### src/rtl/mem_pkg.sv
// Definitions shared by the memory manager FSM and the SDRAM user master:
// FSM state encoding, block size and the HPS/Atom shared-window memory map.
package mem_pkg;

  typedef enum logic [1:0] {
    IDLE    = 2'd0,
    RD_REQ  = 2'd1,
    RD_WAIT = 2'd2,
    WR_REQ  = 2'd3
  } state_t;

  // One mining block is 96 bytes, i.e. 24 32-bit words.
  localparam int MAX_WORDS = 24;

  // Shared SDRAM window map (byte addresses).
  localparam logic [27:0] ATOM_REG    = 28'h8000000;
  localparam logic [27:0] HDWR_REG    = 28'h8000004;
  localparam logic [27:0] MINE_BLOCK  = 28'h8000008;
  localparam logic [27:0] NONCE_BLOCK = 28'h8000068;

  // Value the Atom side writes into ATOM_REG to signal a handshake.
  localparam logic [31:0] HANDSHAKE = 32'hAAAA0000;

endpackage

### src/rtl/ram_user_master.sv
// SDRAM user master: turns a read/write command of up to one block into a
// sequence of single-word Avalon-MM transfers, one transfer in flight at a time.
// Read words come back as a one-cycle-valid stream; writes end with a done pulse.
module ram_user_master #(
  parameter int ADDR_W    = 28,
  parameter int DATA_W    = 32,
  parameter int MAX_WORDS = 24,
  parameter int LEN_W     = 5
) (
  input  logic              clk,
  input  logic              reset,
  input  logic              cmd_valid,
  output logic              cmd_ready,
  input  logic              cmd_rdwr,
  input  logic [ADDR_W-1:0] cmd_address,
  input  logic [LEN_W-1:0]  cmd_words,
  input  logic [DATA_W-1:0] wr_data,
  output logic              wr_data_ack,
  output logic              read_user_data_available,
  output logic [DATA_W-1:0] read_user_buffer_output_data,
  output logic              write_control_done,
  output logic              busy,
  output logic [ADDR_W-1:0] avm_address,
  output logic              avm_read,
  output logic              avm_write,
  output logic [DATA_W-1:0] avm_writedata,
  input  logic [DATA_W-1:0] avm_readdata,
  input  logic              avm_readdatavalid,
  input  logic              avm_waitrequest
);

  import mem_pkg::*;

  localparam logic [LEN_W-1:0]  MAX_CNT   = LEN_W'(MAX_WORDS);
  localparam logic [LEN_W-1:0]  ONE_WORD  = LEN_W'(1);
  localparam logic [ADDR_W-1:0] WORD_STEP = ADDR_W'(4);

  state_t              state_q, state_d;
  logic [ADDR_W-1:0]   addr_q, addr_d;
  logic [LEN_W-1:0]    count_q, count_d;
  logic [DATA_W-1:0]   rdata_q, rdata_d;
  logic                rvalid_q, rvalid_d;
  logic                done_q, done_d;
  logic [LEN_W-1:0]    words_sat;
  logic                accept;

  // Oversized requests are clamped to one block rather than rejected.
  assign words_sat = (cmd_words > MAX_CNT) ? MAX_CNT : cmd_words;
  assign accept    = (state_q == IDLE) && !reset && cmd_valid;

  // Next-state, bus strobes and per-word bookkeeping.
  always_comb begin
    state_d     = state_q;
    addr_d      = addr_q;
    count_d     = count_q;
    rdata_d     = rdata_q;
    rvalid_d    = 1'b0;
    done_d      = 1'b0;
    cmd_ready   = 1'b0;
    avm_read    = 1'b0;
    avm_write   = 1'b0;
    wr_data_ack = 1'b0;

    case (state_q)
      IDLE: begin
        cmd_ready = !reset;
        if (accept) begin
          addr_d  = {cmd_address[ADDR_W-1:2], 2'b00};
          count_d = words_sat;
          if (words_sat == '0) begin
            done_d = cmd_rdwr;
          end else begin
            state_d = cmd_rdwr ? WR_REQ : RD_REQ;
          end
        end
      end

      RD_REQ: begin
        avm_read = 1'b1;
        if (!avm_waitrequest) begin
          state_d = RD_WAIT;
        end
      end

      RD_WAIT: begin
        if (avm_readdatavalid) begin
          rdata_d  = avm_readdata;
          rvalid_d = 1'b1;
          addr_d   = addr_q + WORD_STEP;
          count_d  = count_q - ONE_WORD;
          state_d  = (count_q == ONE_WORD) ? IDLE : RD_REQ;
        end
      end

      WR_REQ: begin
        avm_write   = 1'b1;
        wr_data_ack = !avm_waitrequest;
        if (!avm_waitrequest) begin
          addr_d  = addr_q + WORD_STEP;
          count_d = count_q - ONE_WORD;
          if (count_q == ONE_WORD) begin
            state_d = IDLE;
            done_d  = 1'b1;
          end
        end
      end

      default: state_d = IDLE;
    endcase
  end

  // State and datapath registers; reset drops any command in progress.
  always_ff @(posedge clk) begin
    if (reset) begin
      state_q  <= IDLE;
      addr_q   <= '0;
      count_q  <= '0;
      rdata_q  <= '0;
      rvalid_q <= 1'b0;
      done_q   <= 1'b0;
    end else begin
      state_q  <= state_d;
      addr_q   <= addr_d;
      count_q  <= count_d;
      rdata_q  <= rdata_d;
      rvalid_q <= rvalid_d;
      done_q   <= done_d;
    end
  end

  assign avm_address                  = addr_q;
  assign avm_writedata                = wr_data;
  assign read_user_data_available     = rvalid_q;
  assign read_user_buffer_output_data = rdata_q;
  assign write_control_done           = done_q;
  assign busy                         = (state_q != IDLE);

endmodule

### config.mk
export PLATFORM = sky130hd
export DESIGN_NAME = ram_user_master
export DESIGN_NICKNAME = d
export VERILOG_FILES = /design/src/rtl/mem_pkg.sv /design/src/rtl/ram_user_master.sv
export SDC_FILE = /design/constraint.sdc
export NUM_CORES = 1
export LEC_CHECK = 0
export BUFFER_PORTS_ARGS = -buffer_cell sky130_fd_sc_hd__buf_2
export CORE_UTILIZATION = 48
export CTS_CLUSTER_SIZE = 25
export DETAILED_ROUTE_END_ITERATION = 10
export PLACE_DENSITY = 0.85
export SLEW_MARGIN = 10
export SYNTH_ARGS = -nofsm -noshare
export SYNTH_HDL_FRONTEND = slang
export SYNTH_SLANG_ARGS = --single-unit
### constraint.sdc
create_clock -name clk -period 4.45 [get_ports clk]
set_clock_uncertainty 0.05 [all_clocks]
set_input_delay 0 -clock clk [delete_from_list [all_inputs] [get_ports clk]]
set_output_delay 0 -clock clk [all_outputs]
set_load 0.005 [all_outputs]
==> impl_metrics.json, run 1 <==
{
  "setup_violations": 0,
  "viasPerCell": 5.59,
  "dp_hpwl_um": 6350,
  "post-route-cell-area_mm2": 0.00522,
  "fin_crit_sh": 0.602,
  "leakagePower_nw": 2.24,
  "worst_ir_drop_vdd_v": 0.000345,
  "critPathSlowestCell": "a2111o_1",
  "fmax_mhz": 373,
  "drt_iter0_drc": 310,
  "cts_tree": "done",
  "hp-start": "cmd_words[1]",
  "cts.sinks": 67,
  "synthCells": 482,
  "worstPathCellList": "inv_1 > ha_1 > nor2b_1 > a2111o_1 > nor4_1 > a31oi_1 > a31oi_1",
  "synth_area_mm2": 0.00367,
  "synth_warnings": 0,
  "cts-root-buf": "clkbuf_8",
  "power.switching_w": 0.00126,
  "start_util": 0.500,
  "p_int_w": 0.00173,
  "ios": 202,
  "wire_per_inst_um": 15.3,
  "rows": 31,
  "clockPowerShare": 0.214,
  "cp-startpoint": "state_q[0]",
  "port_buffers": 133,
  "layout-drive-gt1-share": 0.249,
  "hp-class": "in -> reg",
  "status": "complete, no violations",
  "ys_types": 59,
  "critPathMaxStageDelay_ps": 920,
  "dpl-instance-area_mm2": 0.00408,
  "ant_nets": 0,
  "die_y_um": 89.4,
  "crit_buf_inv": 1,
  "pwr-share-seq": 0.318,
  "yosysTopAreaCell": "dfxtp_1",
  "layout_common_cells": "133 x buf_2, 99 x nand2_1, 88 x dlygate4sd3_1",
  "fin_setup_tns_ps": 0,
  "synth_ff_type": "dfxtp_1",
  "drc": 0,
  "crit_type": "reg -> reg",
  "area_growth_pct": 42.3,
  "async_flop_share": 0,
  "clk_pin_slew_ps": 90,
  "clock_latency_ps": 350,
  "dr.pass1.iters": 6,
  "ys_seq_elements": 67,
  "powerDensity_mw_per_mm2": 574,
  "max-cap-violations": 0,
  "clk_path_buf_depth": 2,
  "worstPathArrival_ps": 2820,
  "netlist.area_leader.share": 0.366,
  "wl_um": 11500,
  "synth.area.top_cells": "dfxtp_1 37%, nand2_1 10%, buf_4 7.2%",
  "cp_max_fo": 33,
  "track_usage": 0.279,
  "grt_pass1_vias": 3752,
  "dieArea_mm2": 0.00799,
  "fin_crit_ps": 2680,
  "p_sw_frac": 0.422,
  "slew_headroom": 0.252,
  "numCtsBuffers": 9,
  "gp_congestion": 0.797,
  "final_nets": 759,
  "crit_top_cell": "a31oi_1",
  "critPathCaptureType": "flip-flop",
  "dieWidth_um": 89.4,
  "grt-ovfl-total": 0,
  "worst_pin_slew_ps": 1120,
  "required_ps": 4590,
  "crit_family": "compound AO/OA/AOI/OAI gates",
  "cp-start-kind": "flip-flop",
  "antenna_found_initial": 1,
  "p_comb_frac": 0.468,
  "core_area_mm2": 0.00733,
  "maxSlewViolCount": 0,
  "htree_levels": 3,
  "final_common_cell": "buf_2",
  "yosysSeqAreaShare": 0.366,
  "synth_edf_count": 0,
  "finalHoldViolCount": 0,
  "grt_pass1_wl_um": 17200,
  "vias": 4212,
  "rsz0062_at_grt": "no",
  "grt_start_max_net_pins": 70,
  "synth_area_per_cell_um2": 7.61,
  "reg2reg_from": "state_q[0]"
}
-- through the flow --
step | setup slack [ps] | utilization | total power, W | hold slack [ps] | cells
2_1_floorplan | 2460 | - | 0.00193 | -19.8 | 483
3_3_place_gp | 1910 | 0.557 | 0.00221 | -50.0 | 649
3_5_place_dp | 1840 | 0.557 | 0.00226 | -50.0 | 649
4_1_cts | 1770 | 0.711 | 0.00298 | 2.90 | 753
5_1_grt | 1550 | 0.711 | 0.00322 | 6.91 | 754
6_report | 1770 | 0.711 | 0.00299 | 13.8 | 754
-- layer usage --
metal  vias up  part of all wire  global-route usage
met5         -                 0                   0
met4         0             0.035               0.154
met3        39             0.063              0.0480
met2       215              0.50               0.462
met1      1960              0.40               0.345
li1       1998                 -                   -
-- registers in the layout (all words and copies together), names as in the netlist --
register                      cells
read_user_data_available          1
write_control_done                1
count_q                           5
avm_address                      26
read_user_buffer_output_data     32
state_q                           2
-- final timing paths --
path | end | slack (ps) | cells past startpoint
max reg2reg | avm_address[22] | 1770 | 7
max | avm_address[22] | 1770 | 7
min reg2reg | read_user_buffer_output_data[27] | 410 | 2
min | count_q[1] | 10 | 3
-- tightest hold or removal path: cells and delay by family --
kind	cells	cell delay [ps]
buffers and inverters	1	90
AO/OA/AOI/OAI	2	270
-- power by group through the flow --
stage	logic (W)	registers, W	clock network, W
CTS	0.00138	0.000946	0.000651
detailed placement	0.00130	0.000957	0
global placement	0.00126	0.000946	0
finish	0.00140	0.000953	0.000639
global route	0.00156	0.000980	0.000675
floorplan	0.000995	0.000933	0
-- kinds of logic after synthesis --
kind of cell,synth area share
simple gates,0.259
mux,0.00273
buf+inv,0.118
other cells,0.00102
fa+ha+maj,0.0239
compound gates,0.230
flops,0.366
-- cell usage after synthesis, drive strengths merged (6+ instances only) --
master / n
clkbuf: 22
a211oi: 7
o22ai: 7
inv: 8
nor2: 31
nor3: 11
and3: 7
dfxtp: 67
nand4: 6
nand3: 14
o21ai: 14
a21oi: 53
nand2: 99
buf: 47
a31oi: 10
ha: 7
-- cell type report --
type	count	area (um2)
Fill cell	569	2120
Antenna cell	1	2.50
Clock inverter	6	111
Multi-Input combinational cell	339	1900
Timing Repair Buffer	224	1570
Clock buffer	10	138
Sequential cell	67	1340
Inverter	8	30.0
Tap cell	99	124
-- repair_timing --
item / in CTS / in global routing
hold endpoints to repair: 88 / 0
hold buffers: 88 / 0
gates resized for setup: 0 / 0
setup buffers: 0 / 0
(Power assumes the default switching activity.)
==> run 2: changes to the inputs <==
--- a/config.mk
+++ b/config.mk
@@ -6,10 +6,10 @@
 export NUM_CORES = 1
 export LEC_CHECK = 0
 export BUFFER_PORTS_ARGS = -buffer_cell sky130_fd_sc_hd__buf_2
-export CORE_UTILIZATION = 48
+export CORE_UTILIZATION = 41
 export CTS_CLUSTER_SIZE = 25
 export DETAILED_ROUTE_END_ITERATION = 10
-export PLACE_DENSITY = 0.85
+export PLACE_DENSITY = 0.78
 export SLEW_MARGIN = 10
 export SYNTH_ARGS = -nofsm -noshare
 export SYNTH_HDL_FRONTEND = slang
==> constraint.sdc (replaced) <==
create_clock -name clk -period 2.2 [get_ports clk]
set_clock_uncertainty 0.05 [all_clocks]
set_input_delay 0 -clock clk [delete_from_list [all_inputs] [get_ports clk]]
set_output_delay 0 -clock clk [all_outputs]
set_load 0.005 [all_outputs]
==> run 2 against run 1 <==
  * Global-route usage is 5.0 points lower
  * Clock-buffer cell count is 1 lower
  * Non-clock buffer count is 12 higher
  * Clock power is 64% higher
  * Combinational power is 130% higher
  * First-iteration DRC count is 24% lower
  * Via count is 0.24% higher
  * Highest routed layer unchanged
==> impl_metrics.json, run 2 (same netlist as run 1, synthesis figures left out) <==
{
  "port_buffers": 133,
  "nFillCells": 766,
  "grt_start_max_net_pins": 69,
  "p_comb_frac": 0.519,
  "htree_levels": 3,
  "wire_per_inst_um": 14.7,
  "powerDensity_mw_per_mm2": 1160,
  "dp_hpwl_um": 7080,
  "dr.pass1.iters": 5,
  "core_area_mm2": 0.00868,
  "largest_register_ffs": 32,
  "cp-start-kind": "flip-flop",
  "clk_pin_slew_ps": 80,
  "critPathCaptureType": "flip-flop",
  "layout_common_cells": "133 x buf_2, 99 x nand2_1, 83 x dlygate4sd3_1",
  "maxSlewViolCount": 0,
  "worst_ir_drop_vdd_v": 0.000674,
  "ant_nets": 0,
  "min_to": "avm_address[9]",
  "post-route-cell-area_mm2": 0.00532,
  "pwr-share-seq": 0.310,
  "worst_pin_slew_ps": 771,
  "postCtsSetupBuffers": 0,
  "reg2reg_to": "avm_address[25]",
  "track_usage": 0.229,
  "dieArea_mm2": 0.00932,
  "required_ps": 2340,
  "cts-root-buf": "clkbuf_8",
  "max-cap-violations": 0,
  "layout-drive-gt1-share": 0.281,
  "final_common_cell": "buf_2",
  "worstHoldPathCells": 5,
  "die_y_um": 96.6,
  "clock_latency_ps": 330,
  "start_util": 0.422,
  "drc": 0,
  "fmax_mhz": 484,
  "fin_crit_sh": 0.940,
  "p_sw_frac": 0.430,
  "viasPerCell": 5.45,
  "reg2reg_from": "avm_address[16]",
  "crit_type": "reg -> reg",
  "final_nets": 771,
  "regToRegSetupSlack_ps": 130,
  "drt_iter0_drc": 236,
  "clk_path_buf_depth": 2,
  "fin_crit_ps": 2070,
  "antenna_found_initial": 0,
  "grt-ovfl-total": 0,
  "power.switching_w": 0.00265,
  "ios": 202,
  "p_int_w": 0.00350,
  "dpl-instance-area_mm2": 0.00426,
  "vias": 4222,
  "cts_tree": "done",
  "rows": 34,
  "gp_congestion": 0.836,
  "cts.sinks": 67,
  "grt_pass1_wl_um": 16800,
  "grt_pass1_vias": 3576,
  "status": "complete, no violations",
  "slew_headroom": 0.486,
  "diodes": 0,
  "hp-class": "in -> reg",
  "fin_setup_tns_ps": 0,
  "cp_max_fo": 8,
  "wl_um": 11400,
  "hp-start": "cmd_address[9]",
  "area_growth_pct": 45.1,
  "reg2reg_depth": 5,
  "numCtsBuffers": 9,
  "worstPathArrival_ps": 2210,
  "finalHoldViolCount": 0,
  "leakagePower_nw": 2.29,
  "dieWidth_um": 96.6,
  "clockPowerShare": 0.171,
  "setup_violations": 0
}
-- run 2: cell types whose count changed in the layout (fill, tap and decap cells not counted), sizes merged --
| cell | change |
|---|---|
| dlygate4sd3 | -5 |
| bufinv | -2 |
| clkbuf | -1 |
| buf | +17 |
| clkinv | +3 |
| diode | -1 |
-- run 2: metal layers --
| metal | wire, um | share of wire | track usage |
|---|---|---|---|
| met5 | 0 | 0 | 0 |
| met4 | 290 | 0.025 | 0.107 |
| met3 | 607 | 0.053 | 0.0336 |
| met2 | 5850 | 0.51 | 0.386 |
| met1 | 4670 | 0.41 | 0.287 |
-- run 2: area by class of cell --
cell class / count / area, um2 / area share
clock buffers: 9 / 124 / 0.0233
clock inverters: 7 / 77.6 / 0.0146
inverters: 8 / 30.0 / 0.00565
multi-input cells: 339 / 1930 / 0.362
flip-flops and latches: 67 / 1340 / 0.252
well taps: 108 / 135 / 0.0254
repair buffers: 236 / 1680 / 0.317
-- run 2: power by group through the flow --
stage          Sequential, W  Clock [W]  Combinational (W)
5_1_grt              0.00195    0.00113            0.00352
2_1_floorplan        0.00189          0            0.00201
6_report             0.00190    0.00105            0.00319
3_3_place_gp         0.00189          0            0.00293
4_1_cts              0.00189    0.00107            0.00316
3_5_place_dp         0.00191          0            0.00303
-- run 2: critical path, stage by stage, from the launching register on --
cell	delay, ps
dfxtp_1	440
and4_1	300
nand4_2	260
nor4_1	570
o2bb2ai_1	200
a2111oi_2	90
-- run 2: worst max-delay path by stage --
| stage | cells past startpoint | startpoint | to |
|---|---|---|---|
| floorplan | 8 | state_q[0] | avm_address[16] |
| global placement | 8 | state_q[0] | avm_address[27] |
| detailed placement | 8 | state_q[0] | avm_address[27] |
| CTS | 8 | state_q[0] | avm_address[27] |
| global route | 6 | avm_address[3] | avm_address[22] |
| finish | 5 | avm_address[16] | avm_address[25] |
-- run 2: through the flow --
stage	setup slack [ps]	total power, W	hold WS, ps	utilization	instances
after floorplan	213	0.00390	-19.8	-	483
after global placement	70.4	0.00482	-50.0	0.491	675
after detailed placement	-32.3	0.00493	-50.0	0.491	675
after CTS	3.09	0.00612	0.317	0.611	774
after global routing	-4.21	0.00661	13.3	0.613	774
final	132	0.00615	20.7	0.613	774
-- run 2: timing repair --
action                                  in CTS  in global routing
cloned                                       0                  0
pin swaps                                    0                  1
gates resized for setup                      1                  6
hold buffers                                83                  0
endpoints found under the setup margin       1                 30
hold endpoints to repair                    83                  0
